**src/rtl/neuron_mac_seq.sv**
```systemverilog
// rtl/neuron_mac_seq.sv - time-multiplexed MAC neuron, LANES products per clock
// Captures operands on start, accumulates G=HIDDEN/LANES groups, then biases and saturates.
module neuron_mac_seq #(
  parameter int HIDDEN   = 100,
  parameter int LANES    = 4,
  parameter int IN_BIT   = 4,
  parameter int W_BIT    = 4,
  parameter int BIAS_BIT = 8,
  parameter int ACC_BIT  = 16,
  parameter int OUT_BIT  = 8
) (
  input  logic                       clk3,
  input  logic                       reset1,
  input  logic                       start,
  input  logic                       relu_en,
  input  logic [BIAS_BIT-1:0]        bias,
  input  logic [IN_BIT*HIDDEN-1:0]   input_features,
  input  logic [W_BIT*HIDDEN-1:0]    input_weights,
  output logic                       busy,
  output logic                       done,
  output logic [OUT_BIT-1:0]         out
);

  localparam int G  = HIDDEN / LANES;
  localparam int GW = (G > 1) ? $clog2(G) : 1;
  localparam int PW = IN_BIT + W_BIT + 1;
  localparam int SW = ACC_BIT + 1;

  localparam logic signed [SW-1:0] ZERO  = '0;
  localparam logic signed [SW-1:0] U_MAX = SW'((1 << OUT_BIT) - 1);
  localparam logic signed [SW-1:0] S_MAX = SW'((1 << (OUT_BIT - 1)) - 1);
  localparam logic signed [SW-1:0] S_MIN = ~S_MAX;

  typedef enum logic [1:0] {S_IDLE, S_ACC, S_FIN} state_t;

  state_t                      state_q, state_d;
  logic [IN_BIT*HIDDEN-1:0]    feat_q, feat_d;
  logic [W_BIT*HIDDEN-1:0]     weight_q, weight_d;
  logic [BIAS_BIT-1:0]         bias_q, bias_d;
  logic                        relu_q, relu_d;
  logic signed [ACC_BIT-1:0]   acc_q, acc_d;
  logic [GW-1:0]               g_q, g_d;
  logic                        done_q, done_d;
  logic [OUT_BIT-1:0]          out_q, out_d;

  logic signed [ACC_BIT-1:0]   group_sum;
  logic signed [SW-1:0]        s;
  logic [OUT_BIT-1:0]          act;

  function automatic logic signed [ACC_BIT-1:0] lane_prod(
    input logic [IN_BIT-1:0] f,
    input logic [W_BIT-1:0]  w
  );
    logic signed [PW-1:0] p;
    p = $signed({1'b0, f}) * $signed(w);
    return {{(ACC_BIT-PW){p[PW-1]}}, p};
  endfunction

  // Operand registers shift down one group per ACC edge, so lanes always read the low slice.
  always_comb begin
    group_sum = '0;
    for (int l = 0; l < LANES; l++) begin
      group_sum = group_sum + lane_prod(feat_q[l*IN_BIT +: IN_BIT], weight_q[l*W_BIT +: W_BIT]);
    end
  end

  always_comb begin
    s = {acc_q[ACC_BIT-1], acc_q} + {{(SW-BIAS_BIT){bias_q[BIAS_BIT-1]}}, bias_q};
    if (relu_q) begin
      if (s <= ZERO)       act = '0;
      else if (s >= U_MAX) act = '1;
      else                 act = s[OUT_BIT-1:0];
    end else begin
      if (s > S_MAX)       act = S_MAX[OUT_BIT-1:0];
      else if (s < S_MIN)  act = S_MIN[OUT_BIT-1:0];
      else                 act = s[OUT_BIT-1:0];
    end
  end

  always_comb begin
    state_d  = state_q;
    feat_d   = feat_q;
    weight_d = weight_q;
    bias_d   = bias_q;
    relu_d   = relu_q;
    acc_d    = acc_q;
    g_d      = g_q;
    done_d   = 1'b0;
    out_d    = out_q;
    case (state_q)
      S_IDLE: begin
        if (start) begin
          feat_d   = input_features;
          weight_d = input_weights;
          bias_d   = bias;
          relu_d   = relu_en;
          acc_d    = '0;
          g_d      = '0;
          state_d  = S_ACC;
        end
      end
      S_ACC: begin
        acc_d    = acc_q + group_sum;
        feat_d   = feat_q >> (LANES * IN_BIT);
        weight_d = weight_q >> (LANES * W_BIT);
        g_d      = g_q + GW'(1);
        if (g_q == GW'(G - 1)) state_d = S_FIN;
      end
      S_FIN: begin
        out_d   = act;
        done_d  = 1'b1;
        state_d = S_IDLE;
      end
      default: state_d = S_IDLE;
    endcase
  end

  always_ff @(posedge clk3 or posedge reset1) begin
    if (reset1) begin
      state_q  <= S_IDLE;
      feat_q   <= '0;
      weight_q <= '0;
      bias_q   <= '0;
      relu_q   <= 1'b0;
      acc_q    <= '0;
      g_q      <= '0;
      done_q   <= 1'b0;
      out_q    <= '0;
    end else begin
      state_q  <= state_d;
      feat_q   <= feat_d;
      weight_q <= weight_d;
      bias_q   <= bias_d;
      relu_q   <= relu_d;
      acc_q    <= acc_d;
      g_q      <= g_d;
      done_q   <= done_d;
      out_q    <= out_d;
    end
  end

  assign busy = (state_q != S_IDLE);
  assign done = done_q;
  assign out  = out_q;

endmodule

```
**config.mk**
```make
export PLATFORM = sky130hd
export DESIGN_NAME = neuron_mac_seq
export DESIGN_NICKNAME = d
export VERILOG_FILES = /design/src/rtl/neuron_mac_seq.sv
export SDC_FILE = /design/constraint.sdc
export NUM_CORES = 2
export LEC_CHECK = 0
export CAP_MARGIN = 15
export CORE_MARGIN = 1.5
export CORE_UTILIZATION = 30
export CTS_CLUSTER_DIAMETER = 200
export DETAILED_ROUTE_END_ITERATION = 10
export PLACE_DENSITY = 0.56
export SLEW_MARGIN = 15
export SYNTH_ARGS = -nofsm -noshare
export SYNTH_HDL_FRONTEND = slang
export SYNTH_SLANG_ARGS = --single-unit
export TNS_END_PERCENT = 100
```
**constraint.sdc**
```tcl
create_clock -name clk3 -period 38.8 [get_ports clk3]
set_clock_uncertainty 0.05 [all_clocks]
set_input_delay 5.82 -clock clk3 [delete_from_list [all_inputs] [get_ports clk3]]
set_output_delay 5.82 -clock clk3 [all_outputs]
set_load 0.01 [all_outputs]
```
==> results_dict.tcl <==
set metrics [dict create \
    status "completed" \
    ys.flop_type "dfrtp_1" \
    numCtsBuffers 98 \
    min_period_over_period_pct 25.3 \
    fin_crit_ns 9.80 \
    synth_edf_count 0 \
    wl_um 145000 \
    core-area_mm2 0.137 \
    synthArstFlopShare_pct 100 \
    yosysWarningCount 0 \
    drcViolationCount 0 \
    cts.reportedPaths.clkPinSlew_ns 0.06 \
    grt_pass1_vias 35400 \
    yosysTopAreaCell "dfrtp_1" \
    post-synth-top-area-fraction_pct 50.7 \
    ys_ff_latch 841 \
    cts_sinks 841 \
    fmaxAchievable_mhz 102 \
    end_kind "asynchronous set/reset pin" \
    fill_cells 14000 \
    use_met1_pct 25.1 \
    clk_path_buf_depth 3 \
    antenna_left 0 \
    numPortBuffers 821 \
    insertion_delay_ns 0.72 \
    use_met3_pct 4.80 \
    rsz0062_at_grt "false" \
    synthTopCellsByArea "dfrtp_1 (51%), nand2_1 (15%), a31oi_1 (12%)" \
    synth_cell_types 58 \
    antenna_found_initial 68 \
    drt_iter0_drc 2903 \
    grt-ovfl-total 0 \
    hpwl_um 105000 \
    routedWlPerCell_um 19.3 \
    worstMarginPinSlew_ns 1.32 \
    cts_tree "done" \
    yosysSeqAreaShare_pct 50.7 \
    fin_setup_tns_ns 0 \
    worstHoldPathType "reg2reg" \
    drv_slew 0 \
    ios 822 \
    syn_avg_cell_area_um2 8.26 \
    nNetsFinal 6585 \
    grt_pass1_wl_um 217000 \
    via_count 36500 \
    dieArea_mm2 0.141 \
    report.final.hold_viol_count 0 \
    synth_common_cells "nand2_1 (1,668), dfrtp_1 (841), nor2_1 (806)" \
    vias_per_cell 4.85 \
    post-cts-setup-buffers 0 \
    synthesis.nets 5993 \
    setup_viol 0 \
    busiest_layer "met2" \
    htree_num_levels 3 \
    syn2layout_area_growth_pct 31.3 \
    required_ns 39.43 \
    syn_area_mm2 0.0415 \
    crit_type "in2async" \
    slew_headroom_pct 12.1 \
    postCtsResizedCells 0 \
    gr-usage-all-layers_pct 20.2 \
    postCtsHoldBufs 0 \
    crit_fanout 155 \
    cts-root-buf "clkbuf_16" \
    die_w_um 375 \
    drt_pass1_iterations 5 \
    syn_inst 5024 \
    die_h_um 375 \
    critPathArrivalTime_ns 10.43 \
    cp-start-kind "primary input" \
    rows 136 \
    gp_congestion 0.874 \
    use_met2_pct 33.2 \
    yosysMostFrequentCell "nand2_1" \
    start_util_pct 30.2 \
    drv_cap 0 \
    grt_start_max_net_pins 277 \
    drive_gt1_share_pct 3.69 \
]
==> logic make-up after synthesis <==
family | Yosys count | synth area share [%]
compound gates | 924 | 14.0
xor+xnor | 36 | 0.760
fa+ha+maj | 157 | 6.13
buf+inv | 495 | 4.51
flops | 841 | 50.7
mux | 3 | 0.0724
simple gates | 2568 | 23.8
==> cell type report <==
cell class                      count  area (um2)  share of cell area, %
Clock buffer                      148        2960                   5.44
Clock inverter                     29         447                  0.820
Tap cell                         1794        2240                   4.12
Sequential cell                   841       21000                   38.6
Multi-Input combinational cell   3688       18600                   34.1
Timing Repair Buffer              856        8570                   15.7
Antenna cell                       40         100                  0.184
Inverter                          131         499                  0.917
==> state kept, by name, summed over array words and instances (netlist names) <==
name,cells
feat_q,400
weight_q,400
acc_q,16
bias_q,8
out,8
g_q,5
state_q,2
done,1
relu_q,1
==> critical path, stage by stage <==
cell,delay [ns]
clkdlybuf4s50_1,0.49
inv_8,0.50
buf_12,0.65
buf_4,0.82
buf_4,0.88
buf_4,0.85
==> final timing paths <==
path,startpoint,endpoint,slack (ns),cells past startpoint
setup / recovery,reset1,feat_q[397],29.00,6
hold / removal,feat_q[101],feat_q[85],0.45,2
setup reg to reg,weight_q[11],acc_q[13],32.39,22
hold reg to reg,feat_q[101],feat_q[85],0.45,2
max in group clk3,start,weight_q[335],29.50,8
min in group asynchronous,reset1,weight_q[296],5.55,2
==> per-stage QoR <==
step                      util (%)  std cells  cell area, um2  setup slack (ns)  hold WS, ns
after floorplan                  -       5024           41500              9.30        0.402
after global placement        37.1       7310           51000             28.10        0.458
after detailed placement      37.1       7310           51000             28.08        0.464
after CTS                     39.6       7487           54400             28.84        0.442
after global routing          39.7       7520           54400             28.36        0.466
final                         39.7       7527           54500             29.00        0.446
==> cell usage in the layout (no fill, tap or decap), drive strengths merged, types with 8 or more instances in the layout <==
cell           instances
o211ai                12
o21ai                 60
and2                  42
bufinv                 8
clkinv                20
ha                    80
nand3                 15
clkbuf               148
inv                  132
xor2                  15
nor2                 806
nand2               1668
xnor2                 21
a21oi                 32
fa                    77
dfrtp                841
buf                   35
nor3                  11
a31oi                772
diode                 40
a21o                   9
clkdlybuf4s50        821
==> layer usage <==
layer,vias to the layer above,share of wire [%]
met5,-,0.25
met4,54,3.9
met3,278,5.7
met2,855,49
met1,17400,41
li1,17900,-
Power is left out: the tool's default activity adds up to more than one toggle a clock period on the data nets, which glitch-free logic cannot reach.
